### src/rtl/sprite_blitter_if.sv
// sprite_blitter_if
//   Request / pixel-stream bundle between the game control FSM, the sprite
//   blitter and the vga_adapter plot port.
//   master : requester side (drives start/erase/tile/shape/colour and ready,
//            observes the pixel stream and status)
//   slave  : blitter side
//   Request : start, erase, x_tile, y_tile, shape, colour
//   Stream  : plot (valid), ready, x_out, y_out, col_out
//   Status  : busy, done
interface sprite_blitter_if #(
  parameter int SPRITE_W = 5,
  parameter int SPRITE_H = 5,
  parameter int X_W      = 8,
  parameter int Y_W      = 7,
  parameter int COL_W    = 3
);
  logic                         start;
  logic                         erase;
  logic [X_W-1:0]               x_tile;
  logic [Y_W-1:0]               y_tile;
  logic [SPRITE_W*SPRITE_H-1:0] shape;
  logic [COL_W-1:0]             colour;
  logic                         ready;
  logic                         plot;
  logic [X_W-1:0]               x_out;
  logic [Y_W-1:0]               y_out;
  logic [COL_W-1:0]             col_out;
  logic                         busy;
  logic                         done;

  modport master (
    output start, erase, x_tile, y_tile, shape, colour, ready,
    input  plot, x_out, y_out, col_out, busy, done
  );

  modport slave (
    input  start, erase, x_tile, y_tile, shape, colour, ready,
    output plot, x_out, y_out, col_out, busy, done
  );
endinterface

### src/rtl/sprite_blitter.sv
// sprite_blitter
//   Tile-sprite renderer. A start request latches a tile coordinate, a
//   SPRITE_W x SPRITE_H bitmap (MSB = top-left, row-major) and a colour, then
//   streams one pixel per accepted cycle in raster order to the VGA plot port,
//   followed by a one-cycle done pulse.
//
// Ports
//   clock    : system clock
//   reset_n  : asynchronous active-low reset
//   bus      : sprite_blitter_if.slave (request, pixel stream, busy/done)
//
// Build option
//   SPRITE_BLITTER_TRANSPARENT_EN : when defined, 0 bits in draw mode are
//   skipped (plot=0, one cycle, no ready wait) so the background under the
//   sprite is left untouched. Erase mode always plots every pixel.
//
// state  | meaning
// -------+------------------------------------------------------------
// IDLE   | waiting for start; outputs hold the last pixel drawn
// DRAW   | presenting pixel (col,row); advances on plot && ready
// DONE   | one-cycle done pulse after the last pixel, then IDLE
module sprite_blitter #(
  parameter int SPRITE_W  = 5,
  parameter int SPRITE_H  = 5,
  parameter int X_W       = 8,
  parameter int Y_W       = 7,
  parameter int COL_W     = 3,
  parameter int BG_COLOUR = 0
) (
  input logic           clock,
  input logic           reset_n,
  sprite_blitter_if.slave bus
);

  localparam int N  = SPRITE_W * SPRITE_H;
  localparam int CW = (SPRITE_W > 1) ? $clog2(SPRITE_W) : 1;
  localparam int RW = (SPRITE_H > 1) ? $clog2(SPRITE_H) : 1;
  localparam logic [COL_W-1:0] BG = COL_W'(BG_COLOUR);

  typedef enum logic [1:0] {
    S_IDLE = 2'd0,
    S_DRAW = 2'd1,
    S_DONE = 2'd2
  } state_t;

  state_t           state_q,   state_d;
  logic             erase_q,   erase_d;
  logic [N-1:0]     shape_q,   shape_d;
  logic [COL_W-1:0] colour_q,  colour_d;
  logic [X_W-1:0]   xbase_q,   xbase_d;
  logic [Y_W-1:0]   ybase_q,   ybase_d;
  logic [CW-1:0]    col_q,     col_d;
  logic [RW-1:0]    row_q,     row_d;
  logic             plot_q,    plot_d;
  logic             busy_q,    busy_d;
  logic             done_q,    done_d;
  logic [X_W-1:0]   x_out_q,   x_out_d;
  logic [Y_W-1:0]   y_out_q,   y_out_d;
  logic [COL_W-1:0] col_out_q, col_out_d;

  // Raster position after the current one.
  logic          col_wrap;
  logic          last_pix;
  logic [CW-1:0] col_n;
  logic [RW-1:0] row_n;

  always_comb begin
    col_wrap = (col_q == CW'(SPRITE_W - 1));
    last_pix = col_wrap && (row_q == RW'(SPRITE_H - 1));
    col_n    = col_wrap ? '0 : col_q + 1'b1;
    row_n    = col_wrap ? row_q + 1'b1 : row_q;
  end

  // Pixel about to be presented: the first pixel of a new request while in
  // IDLE, otherwise the next raster position of the latched sprite.
  logic [N-1:0]     probe_shape;
  logic [N-1:0]     probe_bits;
  logic             probe_erase;
  logic [COL_W-1:0] probe_fg;
  logic [CW-1:0]    probe_col;
  logic [RW-1:0]    probe_row;
  logic             probe_bit;
  logic [COL_W-1:0] probe_colour;
  logic             probe_plot;
  logic [X_W-1:0]   xbase_new;
  logic [Y_W-1:0]   ybase_new;

  always_comb begin
    xbase_new   = X_W'(int'(bus.x_tile) * SPRITE_W);
    ybase_new   = Y_W'(int'(bus.y_tile) * SPRITE_H);
    probe_shape = shape_q;
    probe_erase = erase_q;
    probe_fg    = colour_q;
    probe_col   = col_n;
    probe_row   = row_n;
    if (state_q == S_IDLE) begin
      probe_shape = bus.shape;
      probe_erase = bus.erase;
      probe_fg    = bus.colour;
      probe_col   = '0;
      probe_row   = '0;
    end
    // Shift the addressed bit up to the MSB instead of indexing from the top.
    probe_bits   = probe_shape << (int'(probe_row) * SPRITE_W + int'(probe_col));
    probe_bit    = probe_bits[N-1];
    probe_colour = (probe_erase || !probe_bit) ? BG : probe_fg;
`ifdef SPRITE_BLITTER_TRANSPARENT_EN
    probe_plot   = probe_erase || probe_bit;
`else
    probe_plot   = 1'b1;
`endif
  end

  // A presented pixel moves on when accepted; a skipped (plot=0) position in
  // DRAW moves on unconditionally.
  logic advance;

  always_comb begin
`ifdef SPRITE_BLITTER_TRANSPARENT_EN
    advance = plot_q ? bus.ready : 1'b1;
`else
    advance = bus.ready;
`endif
  end

  always_comb begin
    state_d   = state_q;
    erase_d   = erase_q;
    shape_d   = shape_q;
    colour_d  = colour_q;
    xbase_d   = xbase_q;
    ybase_d   = ybase_q;
    col_d     = col_q;
    row_d     = row_q;
    plot_d    = plot_q;
    busy_d    = busy_q;
    done_d    = 1'b0;
    x_out_d   = x_out_q;
    y_out_d   = y_out_q;
    col_out_d = col_out_q;

    unique case (state_q)
      S_IDLE: begin
        if (bus.start) begin
          erase_d   = bus.erase;
          shape_d   = bus.shape;
          colour_d  = bus.colour;
          xbase_d   = xbase_new;
          ybase_d   = ybase_new;
          col_d     = '0;
          row_d     = '0;
          x_out_d   = xbase_new;
          y_out_d   = ybase_new;
          col_out_d = probe_colour;
          plot_d    = probe_plot;
          busy_d    = 1'b1;
          state_d   = S_DRAW;
        end
      end

      S_DRAW: begin
        if (advance) begin
          if (last_pix) begin
            plot_d  = 1'b0;
            done_d  = 1'b1;
            state_d = S_DONE;
          end else begin
            col_d     = col_n;
            row_d     = row_n;
            x_out_d   = xbase_q + X_W'(col_n);
            y_out_d   = ybase_q + Y_W'(row_n);
            col_out_d = probe_colour;
            plot_d    = probe_plot;
          end
        end
      end

      S_DONE: begin
        plot_d  = 1'b0;
        busy_d  = 1'b0;
        state_d = S_IDLE;
      end

      default: begin
        plot_d  = 1'b0;
        busy_d  = 1'b0;
        state_d = S_IDLE;
      end
    endcase
  end

  always_ff @(posedge clock or negedge reset_n) begin
    if (!reset_n) begin
      state_q   <= S_IDLE;
      erase_q   <= 1'b0;
      shape_q   <= '0;
      colour_q  <= '0;
      xbase_q   <= '0;
      ybase_q   <= '0;
      col_q     <= '0;
      row_q     <= '0;
      plot_q    <= 1'b0;
      busy_q    <= 1'b0;
      done_q    <= 1'b0;
      x_out_q   <= '0;
      y_out_q   <= '0;
      col_out_q <= '0;
    end else begin
      state_q   <= state_d;
      erase_q   <= erase_d;
      shape_q   <= shape_d;
      colour_q  <= colour_d;
      xbase_q   <= xbase_d;
      ybase_q   <= ybase_d;
      col_q     <= col_d;
      row_q     <= row_d;
      plot_q    <= plot_d;
      busy_q    <= busy_d;
      done_q    <= done_d;
      x_out_q   <= x_out_d;
      y_out_q   <= y_out_d;
      col_out_q <= col_out_d;
    end
  end

  assign bus.plot    = plot_q;
  assign bus.busy    = busy_q;
  assign bus.done    = done_q;
  assign bus.x_out   = x_out_q;
  assign bus.y_out   = y_out_q;
  assign bus.col_out = col_out_q;

endmodule
### src/flat_wrapper.sv
// flat-port wrapper written by rule: the top's interface ports become plain ports
module sprite_blitter_flat 
#(
  parameter int SPRITE_W  = 5,
  parameter int SPRITE_H  = 5,
  parameter int X_W       = 8,
  parameter int Y_W       = 7,
  parameter int COL_W     = 3,
  parameter int BG_COLOUR = 0
)
  (clock, reset_n, bus_start, bus_erase, bus_x_tile, bus_y_tile, bus_shape, bus_colour, bus_ready, bus_plot, bus_x_out, bus_y_out, bus_col_out, bus_busy, bus_done);
  sprite_blitter_if #(.SPRITE_W(SPRITE_W), .SPRITE_H(SPRITE_H), .X_W(X_W), .Y_W(Y_W), .COL_W(COL_W)) bus_i ();
  input logic clock;
  input logic reset_n;
  input wire logic [$bits(bus_i.start)-1:0] bus_start;
  input wire logic [$bits(bus_i.erase)-1:0] bus_erase;
  input wire logic [$bits(bus_i.x_tile)-1:0] bus_x_tile;
  input wire logic [$bits(bus_i.y_tile)-1:0] bus_y_tile;
  input wire logic [$bits(bus_i.shape)-1:0] bus_shape;
  input wire logic [$bits(bus_i.colour)-1:0] bus_colour;
  input wire logic [$bits(bus_i.ready)-1:0] bus_ready;
  output wire logic [$bits(bus_i.plot)-1:0] bus_plot;
  output wire logic [$bits(bus_i.x_out)-1:0] bus_x_out;
  output wire logic [$bits(bus_i.y_out)-1:0] bus_y_out;
  output wire logic [$bits(bus_i.col_out)-1:0] bus_col_out;
  output wire logic [$bits(bus_i.busy)-1:0] bus_busy;
  output wire logic [$bits(bus_i.done)-1:0] bus_done;
  assign bus_i.start = bus_start;
  assign bus_i.erase = bus_erase;
  assign bus_i.x_tile = bus_x_tile;
  assign bus_i.y_tile = bus_y_tile;
  assign bus_i.shape = bus_shape;
  assign bus_i.colour = bus_colour;
  assign bus_i.ready = bus_ready;
  assign bus_plot = bus_i.plot;
  assign bus_x_out = bus_i.x_out;
  assign bus_y_out = bus_i.y_out;
  assign bus_col_out = bus_i.col_out;
  assign bus_busy = bus_i.busy;
  assign bus_done = bus_i.done;
  sprite_blitter #(.SPRITE_W(SPRITE_W), .SPRITE_H(SPRITE_H), .X_W(X_W), .Y_W(Y_W), .COL_W(COL_W), .BG_COLOUR(BG_COLOUR)) u_core (.clock(clock), .reset_n(reset_n), .bus(bus_i));
endmodule
### config.mk
export PLATFORM = sky130hd
export DESIGN_NAME = sprite_blitter_flat
export DESIGN_NICKNAME = d
export VERILOG_FILES = /design/src/rtl/sprite_blitter_if.sv /design/src/rtl/sprite_blitter.sv /design/src/flat_wrapper.sv
export SDC_FILE = /design/constraint.sdc
export NUM_CORES = 1
export LEC_CHECK = 0
export ABC_AREA = 1
export CAP_MARGIN = 20
export CORE_UTILIZATION = 27
export CTS_BUF_LIST = sky130_fd_sc_hd__clkbuf_4 sky130_fd_sc_hd__clkbuf_8
export CTS_CLUSTER_DIAMETER = 60
export CTS_CLUSTER_SIZE = 30
export DETAILED_ROUTE_END_ITERATION = 10
export GPL_TIMING_DRIVEN = 0
export PLACE_DENSITY = 0.55
export SLEW_MARGIN = 20
export SYNTH_ARGS = -nofsm -noshare
export SYNTH_HDL_FRONTEND = slang
export SYNTH_SLANG_ARGS = --single-unit
### constraint.sdc
create_clock -name clock -period 6.15 [get_ports clock]
set_input_delay 1.845 -clock clock [delete_from_list [all_inputs] [get_ports clock]]
set_output_delay 1.845 -clock clock [all_outputs]
set_load 0.03 [all_outputs]
Word-level counts from Yosys, hierarchy flattened:

Index checks and enable logic that the tools add are counted.

* register bits: 73
* bits in latches: 0
* bits in writable memories: 0
* bits in read-only memories: 0
* bits of input ports: 48
* output and inout bits: 21
* word-level logic and storage cells: 80
* memories: 0

* add/sub/neg operators: 5
* multipliers: 3
* divide/modulo/power cells: 0
* order comparisons: 0
* eq/ne operators: 7
* shift-type cells: 1
* muxes and demuxes: 39
* bitwise logic cells: 1
* reduce and logical (&&, ||, !) cells: 10

Operators by type and width (count)
* 3-bit two-way mux: 14
* 32-bit by 4-bit adder with 32-bit output: 1
* 25-bit by 32-bit << shifter with 25-bit output: 1
* 25-bit two-way mux: 1
* 8-bit two-way mux: 3
* 7-bit two-way mux: 3
* 3-bit one-hot mux with 2 select lines: 3
* 8-bit one-hot mux with 2 select lines: 1
* 7-bit one-hot mux with 2 select lines: 1
* 8-bit by 3-bit adder with 8-bit output: 1
* 8-bit by 3-bit multiplier with 8-bit output (second input constant): 1
* 7-bit by 3-bit adder with 7-bit output: 1
* 7-bit by 3-bit multiplier with 7-bit output (second input constant): 1
* 1-bit two-way mux: 7
* 3-bit by 1-bit adder with 3-bit output (second input constant): 2
* 3-bit equality test (second input constant): 2
* 3-bit by 3-bit multiplier with 6-bit output (second input constant): 1
* 2-bit two-way mux: 3
* 2-bit inequality test (second input constant): 3
* 2-bit AND reduction: 3
* 1-bit one-hot mux with 2 select lines: 2
* 2-bit one-hot mux with 2 select lines: 1
* 4-bit AND reduction: 1
* 3-bit AND reduction: 1
* other kinds (8): 8

Longest topological paths before layout:

* depth after elaboration: 12
* gate-level depth with buffers: 24

Worst setup path before layout:

Ideal clock, no wire load.

* path type: input port to flip-flop
* start: in bus_x_tile[1]
* end: reg u_core.x_out_q[7], in the netlist u_core.bus.x_out[7]
* setup time: 0.117 ns
* arrival: 3.289 ns
* slack: 2.744 ns
* stages on the path: 10
* path buffers: 0
* cell sequence: ha_1 ha_1 fa_1 nand2_1 nand2_1 a21oi_1 xnor2_1 nand2_1 nand3_1 nand2_1

* word-level cells in the longest chain between the ends: 3

RTL lines
* start, declared: line flat_wrapper.sv:17 `input wire logic [$bits(bus_i.x_tile)-1:0] bus_x_tile;`
* 8-bit by 3-bit multiplier with 8-bit output: line sprite_blitter.sv:89 `xbase_new = X_W'(int'(bus.x_tile) * SPRITE_W);`
* 8-bit two-way mux: line sprite_blitter.sv:144 `if (bus.start) begin`
* 8-bit one-hot mux with 2 select lines: line sprite_blitter.sv:142 `unique case (state_q)`
* end signal, assigned: line sprite_blitter.sv:220 `x_out_q <= x_out_d;`
* end, declared: line sprite_blitter.sv:57 `logic [X_W-1:0] x_out_q, x_out_d;`

Every way passes these cells. The select of a mux whose other input is x is not followed.
A chain may end at the register's enable or synchronous reset.

Final worst setup path:

* start: reg u_core.col_q[0]
* end: reg u_core.col_out_q[1], in the netlist u_core.bus.col_out[1]

* word-level cells in the longest chain between the ends: 12

RTL lines
* start, declared: line sprite_blitter.sv:52 `logic [CW-1:0] col_q, col_d;`
* start signal, assigned: line sprite_blitter.sv:215 `col_q <= col_d;`
* 3-bit equality test: line sprite_blitter.sv:68 `col_wrap = (col_q == CW'(SPRITE_W - 1));`
* 3-bit two-way mux: line sprite_blitter.sv:71 `row_n = col_wrap ? row_q + 1'b1 : row_q;`
* 3-bit two-way mux: line sprite_blitter.sv:96 `if (state_q == S_IDLE) begin`
* 3-bit by 3-bit multiplier with 6-bit output: line sprite_blitter.sv:104 `probe_bits = probe_shape << (int'(probe_row) * SPRITE_W + int'(probe_col));`
* 32-bit by 4-bit adder with 32-bit output: line sprite_blitter.sv:104
* 25-bit by 32-bit << shifter with 25-bit output: line sprite_blitter.sv:104
* 1-bit logical NOT: line sprite_blitter.sv:106 `probe_colour = (probe_erase || !probe_bit) ? BG : probe_fg;`
* 1-bit logical OR: line sprite_blitter.sv:106
* 3-bit two-way mux: line sprite_blitter.sv:106
* 3-bit two-way mux: line sprite_blitter.sv:163 `if (last_pix) begin`
* 3-bit two-way mux: line sprite_blitter.sv:162 `if (advance) begin`
* 3-bit one-hot mux with 2 select lines: line sprite_blitter.sv:142
* end signal, assigned: line sprite_blitter.sv:222 `col_out_q <= col_out_d;`
* end, declared: line sprite_blitter.sv:59 `logic [COL_W-1:0] col_out_q, col_out_d;`

Parallel ways exist; a longest one is shown, timed or not. The select of a mux whose other input is x is not followed.

==> impl_metrics.env <==
export IMPL_synth_area_leaders="dfrtp_1, nand2_1, ha_1, mux2_2, nor2_1"
export IMPL_swShare=0.450
export IMPL_netlist_instances=539
export IMPL_maxSlewViolCount=0
export IMPL_design_area_sq_um=5690
export IMPL_drt_total_wl_microns=11500
export IMPL_numClockSinks=73
export IMPL_p_leak_uw=0.00269
export IMPL_yosys_area_top_type="dfrtp_1"
export IMPL_cts_root_buf="clkbuf_8"
export IMPL_powerDensity_nw_per_um2=504
export IMPL_r2r_start="u_core.col_q[0]"
export IMPL_hold_class="reg2reg"
export IMPL_cts_buffers_inserted=9
export IMPL_cap_violations=0
export IMPL_area_delta_synth_final_pct=26.7
export IMPL_tns_ns=0
export IMPL_relSlewSlack=0.555
export IMPL_arrival_ns=4.16
export IMPL_slowest_stage="fa_1"
export IMPL_die_w_microns=131
export IMPL_vias_per_cell=4.55
export IMPL_skew_ns=0.0107
export IMPL_intPower_uw=1580
export IMPL_finalPower_uw=2870
export IMPL_synthMostInstantiatedCell="nand2_1"
export IMPL_post_cts_buffers=0
export IMPL_synth_common_cells="nand2_1, dfrtp_1, nor2_1"
export IMPL_drive_gt1_frac=0.120
export IMPL_dieArea_sq_um=17200
export IMPL_seqPwrFrac=0.292
export IMPL_cts_tree="done"
export IMPL_cp_slowest_stage_delay_ns=0.56
export IMPL_start_kind="flop"
export IMPL_crit_chain="inv_1 > ha_1 > nand2_2 > o21ai_0 > inv_1 > nor2_1 > inv_1 > fa_1 > clkbuf_1 > clkbuf_1 > a21oi_1 > nand2_1 > nand2_1 > nand3_1 > nand3_1 > nand2_1 > nand2_2 > nand3_1 > nand2_1"
export IMPL_place_area_sq_um=5470
export IMPL_rows=46
export IMPL_ios=69
export IMPL_cts_max_level=3
export IMPL_ys_warn_count=0
export IMPL_grt_ovfl_total=0
export IMPL_setup_violations=0
export IMPL_period_share=0.633
export IMPL_finalHoldViolations=0
export IMPL_fin_crit_ns=3.90
export IMPL_max_freq_ghz=0.257
export IMPL_drt_drc_violations_left=0
export IMPL_crit_start="u_core.col_q[0]"
export IMPL_chipHeight_microns=131
export IMPL_vias=3819
export IMPL_path_class="reg2reg"
export IMPL_fin_util=0.354
export IMPL_rsz0062_at_grt="false"
export IMPL_critPathCapture="u_core.bus.col_out[1]"
export IMPL_grt_pass1_vias=3827
export IMPL_max_vdd_ir_drop_mv=0.237
export IMPL_cts_hold_buf=0
export IMPL_grt_pass1_wl_microns=18900
export IMPL_syn_mean_instance_area_sq_um=8.33
export IMPL_place_gp_congestion=0.807
export IMPL_initial_utilization=0.280
export IMPL_cts_buffer_depth=2
export IMPL_synth_flop_cell="dfrtp_1"
export IMPL_synth_top_area_frac=0.407
export IMPL_synth_edf_count=0
export IMPL_ys_types=33
export IMPL_reg2reg_slack_ns=2.25
export IMPL_dr_pass1_iters=4
export IMPL_outcome="complete, no violations"
export IMPL_antenna_found_initial=0
export IMPL_grt_usage=0.145
export IMPL_fp_coreArea_sq_um=16100
export IMPL_cts_repair_resized=0
export IMPL_ys_ff_latch=73
export IMPL_worstPathRequired_ns=6.41
export IMPL_hpwl_microns=8820
export IMPL_postSynthNetCount=622
export IMPL_grt_max_degree=44
export IMPL_clock_power_share=0.150
export IMPL_num_antenna_cells=0
export IMPL_path_clk_slew_ns=0.08
export IMPL_worstMarginPinSlew_ns=0.668
export IMPL_worst_r2r_endpoint="u_core.bus.col_out[1]"
export IMPL_comb_power_share=0.558
export IMPL_portBuffers=68
export IMPL_cp_common_cell="nand2_1"
export IMPL_clock_latency_ns=0.37
export IMPL_synth_area_sq_um=4490
export IMPL_drt_wirelength_per_cell_microns=13.7
export IMPL_nets=702
export IMPL_seq_area_frac_synth=0.407
export IMPL_cp_max_fo=10
export IMPL_rr_worst_depth=19
export IMPL_p_sw_uw=1290
export IMPL_drtIter0Drc=191
export IMPL_ant_nets=0
export IMPL_cp_end_kind="flop"
export IMPL_synthArstFlopShare=1.00
cells by family after synthesis:
family,synth area share
buf+inv,0.0655
compound gates,0.0819
xor+xnor,0.0351
flops,0.407
mux,0.0702
simple gates,0.235
fa+ha+maj,0.106
final cells by class:
class | count | area (sq um)
fillers | 1648 | 10400
clock buffers | 10 | 131
well taps | 216 | 270
clock inverters | 6 | 90.1
inverters | 49 | 184
flip-flops and latches | 73 | 1830
repair buffers | 69 | 706
plain buffers | 20 | 110
multi-input cells | 397 | 2370
worst max-delay path: cells and delay by family, from the launching register on:
family                   cells  cell delay (ns)
buffers and inverters        5             1.04
adder cells (fa/ha/maj)      2             0.77
AND/OR/NAND/NOR             10             1.00
AO/OA/AOI/OAI                2             0.57
flip-flops                   1             0.42
placed cells by master, fill, tap and decap left out, types with 2 or more instances in the layout:
cell,instances
ha_1,30
bufinv_16,2
nand3b_1,2
clkbuf_8,9
o21ai_0,23
nand2_1,120
inv_6,2
o22ai_1,3
dfrtp_1,73
fa_1,5
o211ai_1,4
nor2_2,3
nand3_1,44
mux2_2,28
buf_4,3
o21ai_1,3
nor2_1,67
clkbuf_1,9
a21oi_1,27
inv_2,5
nand4_1,2
xor2_1,9
a31oi_1,6
inv_1,44
clkdlybuf4s50_1,67
xnor2_1,9
buf_2,7
nand2_2,5
routing by layer:
layer,track usage,part of all wire,vias up
li1,-,-,1926
met1,0.183,0.48,1800
met2,0.248,0.47,81
met3,0.0322,0.042,12
met4,0.0406,0.012,0
met5,0,0,-
worst min path at each step:
stage | slack (ns) | cells after the start | to | start
5_1_grt | 0.52 | 2 | u_core.bus.x_out[6] | u_core.bus.x_out[6]
2_1_floorplan | 0.45 | 2 | u_core.shape_q[2] | u_core.shape_q[2]
4_1_cts | 0.49 | 2 | u_core.bus.x_out[6] | u_core.bus.x_out[6]
6_report | 0.48 | 2 | u_core.bus.x_out[6] | u_core.bus.x_out[6]
3_3_place_gp | 0.46 | 2 | u_core.bus.x_out[7] | u_core.bus.x_out[7]
3_5_place_dp | 0.47 | 2 | u_core.bus.x_out[6] | u_core.bus.x_out[6]
state kept, by name, summed over array words and instances, names as in the netlist:
name / count
u_core.shape_q: 25
u_core.ybase_q: 7
u_core.col_q: 3
u_core.row_q: 3
u_core.bus.done: 1
u_core.erase_q: 1
u_core.bus.busy: 1
u_core.bus.col_out: 3
u_core.colour_q: 3
u_core.bus.x_out: 8
u_core.bus.y_out: 7
u_core.bus.plot: 1
u_core.state_q: 2
u_core.xbase_q: 8
stage by stage:
stage          cells  setup WS (ns)  hold slack (ns)
6_report         840           2.25            0.480
3_3_place_gp     823          0.589            0.462
5_1_grt          840           1.71            0.517
3_5_place_dp     824           2.08            0.466
2_1_floorplan    539           2.74            0.453
4_1_cts          840           2.19            0.488
power groups by stage:
stage          Clock, uW  Sequential (uW)  Combinational, uW
2_1_floorplan          0              929               1040
3_5_place_dp           0              848               1610
4_1_cts              439              838               1610
5_1_grt              465              872               1800
6_report             429              837               1600
3_3_place_gp           0              836               1580
Note: power is estimated with default switching activity, not from simulation.
